File: src/rtl/instr_stream_encoder_if.sv
// Symbolic-instruction stream between a program source and the encoder.
// The source drives the fields and in_valid. The encoder returns in_ready.
interface instr_stream_encoder_if;
  logic        in_valid;
  logic        in_ready;
  logic [2:0]  in_kind;
  logic [4:0]  in_rs;
  logic [4:0]  in_rt;
  logic [4:0]  in_rd;
  logic [4:0]  in_shamt;
  logic [5:0]  in_funct;
  logic [15:0] in_imm;
  logic [25:0] in_target;

  modport master (
    output in_valid, in_kind, in_rs, in_rt, in_rd, in_shamt, in_funct, in_imm, in_target,
    input  in_ready
  );

  modport slave (
    input  in_valid, in_kind, in_rs, in_rt, in_rd, in_shamt, in_funct, in_imm, in_target,
    output in_ready
  );
endinterface

File: src/rtl/instr_stream_encoder.sv
// Encodes symbolic instructions into 32-bit MIPS words and writes them to
// consecutive instruction-memory addresses. The finish pulse appends an
// optional terminating NOP, written only while space remains.
module instr_stream_encoder #(
  parameter int ADDR_W = 6
) (
  input  logic                   clk,
  input  logic                   rst,
  input  logic                   start,
  input  logic                   finish,
  instr_stream_encoder_if.slave  stream,
  output logic                   mem_we,
  output logic [ADDR_W-1:0]      mem_addr,
  output logic [31:0]            mem_wdata,
  output logic [ADDR_W:0]        count,
  output logic                   done,
  output logic                   overflow
);

  localparam logic [31:0] NOP_WORD = 32'hFC000000;

  typedef enum logic [1:0] {IDLE, LOAD, TERM, DONE} state_t;

  state_t              state_reg, state_next;
  logic [ADDR_W:0]     count_reg, count_next;
  logic                mem_we_reg, mem_we_next;
  logic [ADDR_W-1:0]   mem_addr_reg, mem_addr_next;
  logic [31:0]         mem_wdata_reg, mem_wdata_next;
  logic                overflow_reg, overflow_next;
  logic                full;
  logic [31:0]         enc_word;

  // The count saturates at DEPTH, so its top bit alone marks "memory full".
  assign full = count_reg[ADDR_W];

  // Translate the symbolic kind and its fields into a machine word.
  always_comb begin
    enc_word = NOP_WORD;
    case (stream.in_kind)
      3'd0: enc_word = {6'd0, stream.in_rs, stream.in_rt, stream.in_rd,
                        stream.in_shamt, stream.in_funct};
      3'd1: enc_word = {6'd35, stream.in_rs, stream.in_rt, stream.in_imm};
      3'd2: enc_word = {6'd43, stream.in_rs, stream.in_rt, stream.in_imm};
      3'd3: enc_word = {6'd13, stream.in_rs, stream.in_rt, stream.in_imm};
      3'd4: enc_word = {6'd4,  stream.in_rs, stream.in_rt, stream.in_imm};
      3'd5: enc_word = {6'd5,  stream.in_rs, stream.in_rt, stream.in_imm};
      3'd6: enc_word = {6'd2,  stream.in_target};
      default: enc_word = NOP_WORD;
    endcase
  end

  // Next-state and datapath decisions.
  // If start arrives together with an accepted word, start wins and the
  // word is dropped, because the program is being restarted.
  always_comb begin
    state_next     = state_reg;
    count_next     = count_reg;
    mem_we_next    = 1'b0;
    mem_addr_next  = mem_addr_reg;
    mem_wdata_next = mem_wdata_reg;
    overflow_next  = overflow_reg;
    if (start) begin
      state_next    = LOAD;
      count_next    = '0;
      overflow_next = 1'b0;
    end else begin
      case (state_reg)
        LOAD: begin
          if (stream.in_valid) begin
            if (full) begin
              overflow_next = 1'b1;
            end else begin
              mem_we_next    = 1'b1;
              mem_addr_next  = count_reg[ADDR_W-1:0];
              mem_wdata_next = enc_word;
              count_next     = count_reg + (ADDR_W+1)'(1);
            end
          end
          if (finish) state_next = TERM;
        end
        TERM: begin
          if (!full) begin
            mem_we_next    = 1'b1;
            mem_addr_next  = count_reg[ADDR_W-1:0];
            mem_wdata_next = NOP_WORD;
            count_next     = count_reg + (ADDR_W+1)'(1);
          end
          state_next = DONE;
        end
        default: ;
      endcase
    end
  end

  // State and output registers with synchronous reset.
  always_ff @(posedge clk) begin
    if (rst) begin
      state_reg     <= IDLE;
      count_reg     <= '0;
      mem_we_reg    <= 1'b0;
      mem_addr_reg  <= '0;
      mem_wdata_reg <= '0;
      overflow_reg  <= 1'b0;
    end else begin
      state_reg     <= state_next;
      count_reg     <= count_next;
      mem_we_reg    <= mem_we_next;
      mem_addr_reg  <= mem_addr_next;
      mem_wdata_reg <= mem_wdata_next;
      overflow_reg  <= overflow_next;
    end
  end

  assign stream.in_ready = (state_reg == LOAD) && !full;
  assign mem_we          = mem_we_reg;
  assign mem_addr        = mem_addr_reg;
  assign mem_wdata       = mem_wdata_reg;
  assign count           = count_reg;
  assign done            = (state_reg == DONE);
  assign overflow        = overflow_reg;

endmodule

File: src/flat_wrapper.sv
// flat-port wrapper written by rule: the top's interface ports become plain ports
module instr_stream_encoder_flat 
#(
  parameter int ADDR_W = 6
)
  (clk, rst, start, finish, mem_we, mem_addr, mem_wdata, count, done, overflow, stream_in_valid, stream_in_kind, stream_in_rs, stream_in_rt, stream_in_rd, stream_in_shamt, stream_in_funct, stream_in_imm, stream_in_target, stream_in_ready);
  instr_stream_encoder_if stream_i ();
  input  logic clk;
  input  logic rst;
  input  logic start;
  input  logic finish;
  output logic mem_we;
  output logic [ADDR_W-1:0] mem_addr;
  output logic [31:0] mem_wdata;
  output logic [ADDR_W:0] count;
  output logic done;
  output logic overflow;
  input wire logic [$bits(stream_i.in_valid)-1:0] stream_in_valid;
  input wire logic [$bits(stream_i.in_kind)-1:0] stream_in_kind;
  input wire logic [$bits(stream_i.in_rs)-1:0] stream_in_rs;
  input wire logic [$bits(stream_i.in_rt)-1:0] stream_in_rt;
  input wire logic [$bits(stream_i.in_rd)-1:0] stream_in_rd;
  input wire logic [$bits(stream_i.in_shamt)-1:0] stream_in_shamt;
  input wire logic [$bits(stream_i.in_funct)-1:0] stream_in_funct;
  input wire logic [$bits(stream_i.in_imm)-1:0] stream_in_imm;
  input wire logic [$bits(stream_i.in_target)-1:0] stream_in_target;
  output wire logic [$bits(stream_i.in_ready)-1:0] stream_in_ready;
  assign stream_i.in_valid = stream_in_valid;
  assign stream_i.in_kind = stream_in_kind;
  assign stream_i.in_rs = stream_in_rs;
  assign stream_i.in_rt = stream_in_rt;
  assign stream_i.in_rd = stream_in_rd;
  assign stream_i.in_shamt = stream_in_shamt;
  assign stream_i.in_funct = stream_in_funct;
  assign stream_i.in_imm = stream_in_imm;
  assign stream_i.in_target = stream_in_target;
  assign stream_in_ready = stream_i.in_ready;
  instr_stream_encoder #(.ADDR_W(ADDR_W)) u_core (.clk(clk), .rst(rst), .start(start), .finish(finish), .stream(stream_i), .mem_we(mem_we), .mem_addr(mem_addr), .mem_wdata(mem_wdata), .count(count), .done(done), .overflow(overflow));
endmodule
File: config.mk
export PLATFORM = sky130hd
export DESIGN_NAME = instr_stream_encoder_flat
export DESIGN_NICKNAME = d
export VERILOG_FILES = /design/src/rtl/instr_stream_encoder_if.sv /design/src/rtl/instr_stream_encoder.sv /design/src/flat_wrapper.sv
export SDC_FILE = /design/constraint.sdc
export NUM_CORES = 1
export LEC_CHECK = 0
export ABC_AREA = 1
export ABC_CLOCK_PERIOD_IN_PS = 2200
export BUFFER_PORTS_ARGS = -buffer_cell sky130_fd_sc_hd__buf_2
export CAP_MARGIN = 20
export CORE_MARGIN = 3
export CORE_UTILIZATION = 35
export DETAILED_ROUTE_END_ITERATION = 8
export SYNTH_ARGS = -nofsm -noshare
export SYNTH_HDL_FRONTEND = slang
export SYNTH_SLANG_ARGS = --single-unit
File: constraint.sdc
create_clock -name clk -period 2.2 [get_ports clk]
set_input_delay 0.22 -clock clk [delete_from_list [all_inputs] [get_ports clk]]
set_output_delay 0.22 -clock clk [all_outputs]
set_load 0.03 [all_outputs]
==> metrics.md <==
| Metric | Value |
|---|---|
| Status | complete, no violations |
| ANT nets after route | 0 |
| Min Tclk post-route | 1.82 ns |
| Resize count post-CTS | 0 |
| CP max stage delay | 0.39 ns |
| Unrepaired setup endpoints after global routing | false |
| CTS Root Cell | clkbuf_8 |
| Setup bufs post-CTS | 0 |
| Syn_nets | 486 |
| DR vias | 2,918 |
| First-pass GRT wire length | 12,500 microns |
| Via density | 4.72 |
| Post-Syn Instances | 406 |
| Synthesized area per cell | 6.62 sq um |
| DRC Markers | 0 |
| Clock power share | 34.4% |
| Initial DRC Count | 123 |
| Commonest non-fill, non-tap cell in the layout | buf_2 |
| Critical path depth in cells | 8 |
| Worst Clk Skew | 0.00818 ns |
| Power, Total | 2.14 mW |
| CP endpoint | u_core.mem_addr[0]$_SDFFE_PP0P_ |
| Syn Std Cell Area | 2690 sq um |
| Layout cells sized above 1 | 27.9% |
| Ant diodes | 0 |
| Register share of total power | 44.2% |
| Row count | 31 |
| Worst EP required | 2.36 ns |
| Number of enable flip-flop cells after synthesis | 0 |
| Highest Clock Rate | 550 MHz |
| Final Max Tran Viols | 0 |
| Final HPWL DP | 5770 microns |
| R2r endpoint | u_core.mem_addr[0]$_SDFFE_PP0P_ |
| Combinational Power Share | 21.4% |
| Clock transition at path regs | 0.09 ns |
| CTS buffer count | 5 |
| Filler instances | 807 |
| CTS tree | yes |
| Pleak | 1.78 nW |
| Drt first pass iters | 4 |
| Nets@finish | 598 |
| Crit path buf inv count | 3 |
| Int Power | 1.53 mW |
| Area grow syn2layout | 28.7% |
| Worst skew pair latency | 0.29 ns |
| CTS Hold Bufs | 0 |
| Cell variety after synth | 31 |
| Ports | 125 |
| Synth warn | 0 |
| Hold Crit Class | in2reg |
| Pwr Density | 618 nW/um^2 |
| Sequential share of the synthesized area | 36.5% |
| Critical path peak fanout | 11 |
| Hold path startpoint | stream_in_valid |
| CTS Buffer Depth | 2 |
| Startpoint types | flip-flop |
| Peak supply drop | 305 uV |
| Worst Setup End Kind | flip-flop |
| Max_slew headroom | 68.8% |
| Initial antenna violation count | 0 |
| CP startpoint | u_core.state_reg[0]$_SDFFE_PP0P_ |
| CTS HTree Levels | 2 |
| Most frequent cells in the layout | buf_2, nand2_1, nor2_1, dfxtp_1, a21oi_1 |
| Max Cap Viol | 0 |
| Setup TNS | 0 ns |
| Worst Max-Slew Pin Slew | 0.469 ns |
| Final period util | 82.7% |
| Final-report hold violation count | 0 |
| Grt ovf | 0 |
| R2R setup slack | 0.38 ns |
| PortBufs | 124 |
| Die height | 93.6 microns |
| GP Congestion | 0.782 |
| FF+latch count, synth | 49 |
| # setup viols final | 0 |
| DIE WIDTH | 93.6 microns |
| Ys flop type | dfxtp_1 |
| Crit-path leading delay family | simple AND/OR/NAND/NOR gates |
| Drt wl/cell | 12.6 microns |
| Clock sink total | 49 |
| Number of global-route vias before repair | 2,768 |
| Total die area | 8770 sq um |
| CORE AREA | 7370 sq um |
| GR Util All Layers | 17.5% |
| Initial Util | 36.5% |
| Reg2reg start | u_core.state_reg[0]$_SDFFE_PP0P_ |
| Reg2Reg Depth | 8 |
| Psw | 0.605 mW |
| Arr. time, crit path | 1.98 ns |
| Sw Share | 28.3% |
| Critical path class | reg2reg |
| CP Cell Sequence | inv_1, ha_1, inv_1, nand3_1, inv_1, nand2_1, nand2_1, a21oi_1 |
| Drt total wl | 7810 microns |
| Most used cell, CP | inv_1 |
| Fraction of registers with async set/reset | 0% |
| Largest net degree at the start of global routing | 35 |
| CP max-delay cell | dfxtp_1 |
| Max reg flops | 32 |
## worst reg2reg max path, stage by stage (launching register included)
cell and delay, ns:
dfxtp_1 0.39, inv_1 0.06, ha_1 0.33, inv_1 0.11, nand3_1 0.18, inv_1 0.27
nand2_1 0.20, nand2_1 0.10, a21oi_1 0.06
## power groups by stage
| stage | registers (mW) | clock network [mW] | logic (mW) |
|---|---|---|---|
| 2_1_floorplan | 1.03 | 0 | 0.243 |
| 3_3_place_gp | 0.965 | 0 | 0.453 |
| 3_5_place_dp | 0.965 | 0 | 0.459 |
| 4_1_cts | 0.945 | 0.766 | 0.461 |
| 5_1_grt | 0.950 | 0.793 | 0.510 |
| 6_report | 0.945 | 0.734 | 0.457 |
## per-layer routing
layer	part of all wire, %	track usage (%)	vias to the layer above
li1	-	-	1549
met1	48	23.1	1263
met2	44	29.0	99
met3	7.6	4.51	7
met4	0.97	3.37	0
met5	0	0	-
## worst min-delay path by stage
stage,cells past startpoint,endpoint,slack (ns)
2_1_floorplan,3,u_core.state_reg[1]$_SDFFE_PP0P_,0.42
3_3_place_gp,2,u_core.mem_addr[4]$_SDFFE_PP0P_,0.45
3_5_place_dp,1,u_core.overflow$_SDFFE_PP0P_,0.45
4_1_cts,3,u_core.mem_we$_SDFF_PP0_,0.23
5_1_grt,3,u_core.mem_we$_SDFF_PP0_,0.28
6_report,3,u_core.mem_we$_SDFF_PP0_,0.24
## stage by stage
step / hold slack (ns) / util (%) / worst slack (ns) / instances / instance area (sq um)
4_1_cts: 0.230 / 46.9 / 0.394 / 618 / 3460
5_1_grt: 0.284 / 46.9 / 0.195 / 618 / 3460
6_report: 0.244 / 46.9 / 0.381 / 618 / 3460
3_5_place_dp: 0.452 / 45.1 / 0.403 / 610 / 3320
3_3_place_gp: 0.447 / 45.1 / 0.472 / 610 / 3320
2_1_floorplan: 0.416 / - / 0.591 / 406 / 2690
## Yosys cell counts (2+ instances only)
master / number / share of area, %
nand3_1: 29 / 5.4
clkbuf_1: 6 / 0.84
buf_4: 4 / 1.1
dfxtp_1: 49 / 36
o21a_1: 2 / 0.56
buf_2: 8 / 1.5
nor2_1: 49 / 6.8
a21oi_1: 40 / 7.4
inv_2: 2 / 0.28
buf_6: 3 / 1.3
ha_1: 4 / 1.9
a22o_1: 10 / 3.3
nor2_4: 2 / 0.84
nand2_1: 120 / 17
nand4_1: 17 / 4.0
nor3_1: 2 / 0.37
o21ai_0: 13 / 2.4
inv_1: 32 / 4.5
o21ai_1: 2 / 0.37
## final cells by class
type	count	area [sq um]	share of cell area, %
Tap cell	99	124	3.58
Timing Repair Buffer	127	643	18.6
Inverter	34	128	3.69
Multi-Input combinational cell	301	1450	41.9
Clock inverter	3	65.1	1.88
Clock buffer	5	68.8	1.99
Sequential cell	49	981	28.4
## logic make-up (layout without fill, tap and decap cells)
group           Yosys count  in the layout  share of synthesized area (%)
xor+xnor                  1              1                          0.326
compound gates           70             70                           14.9
buf+inv                  56            169                           9.59
fa+ha+maj                 4              4                           1.86
simple gates            225            225                           36.5
flops                    49             49                           36.5
mux                       1              1                          0.372
(Power assumes the default switching activity.)
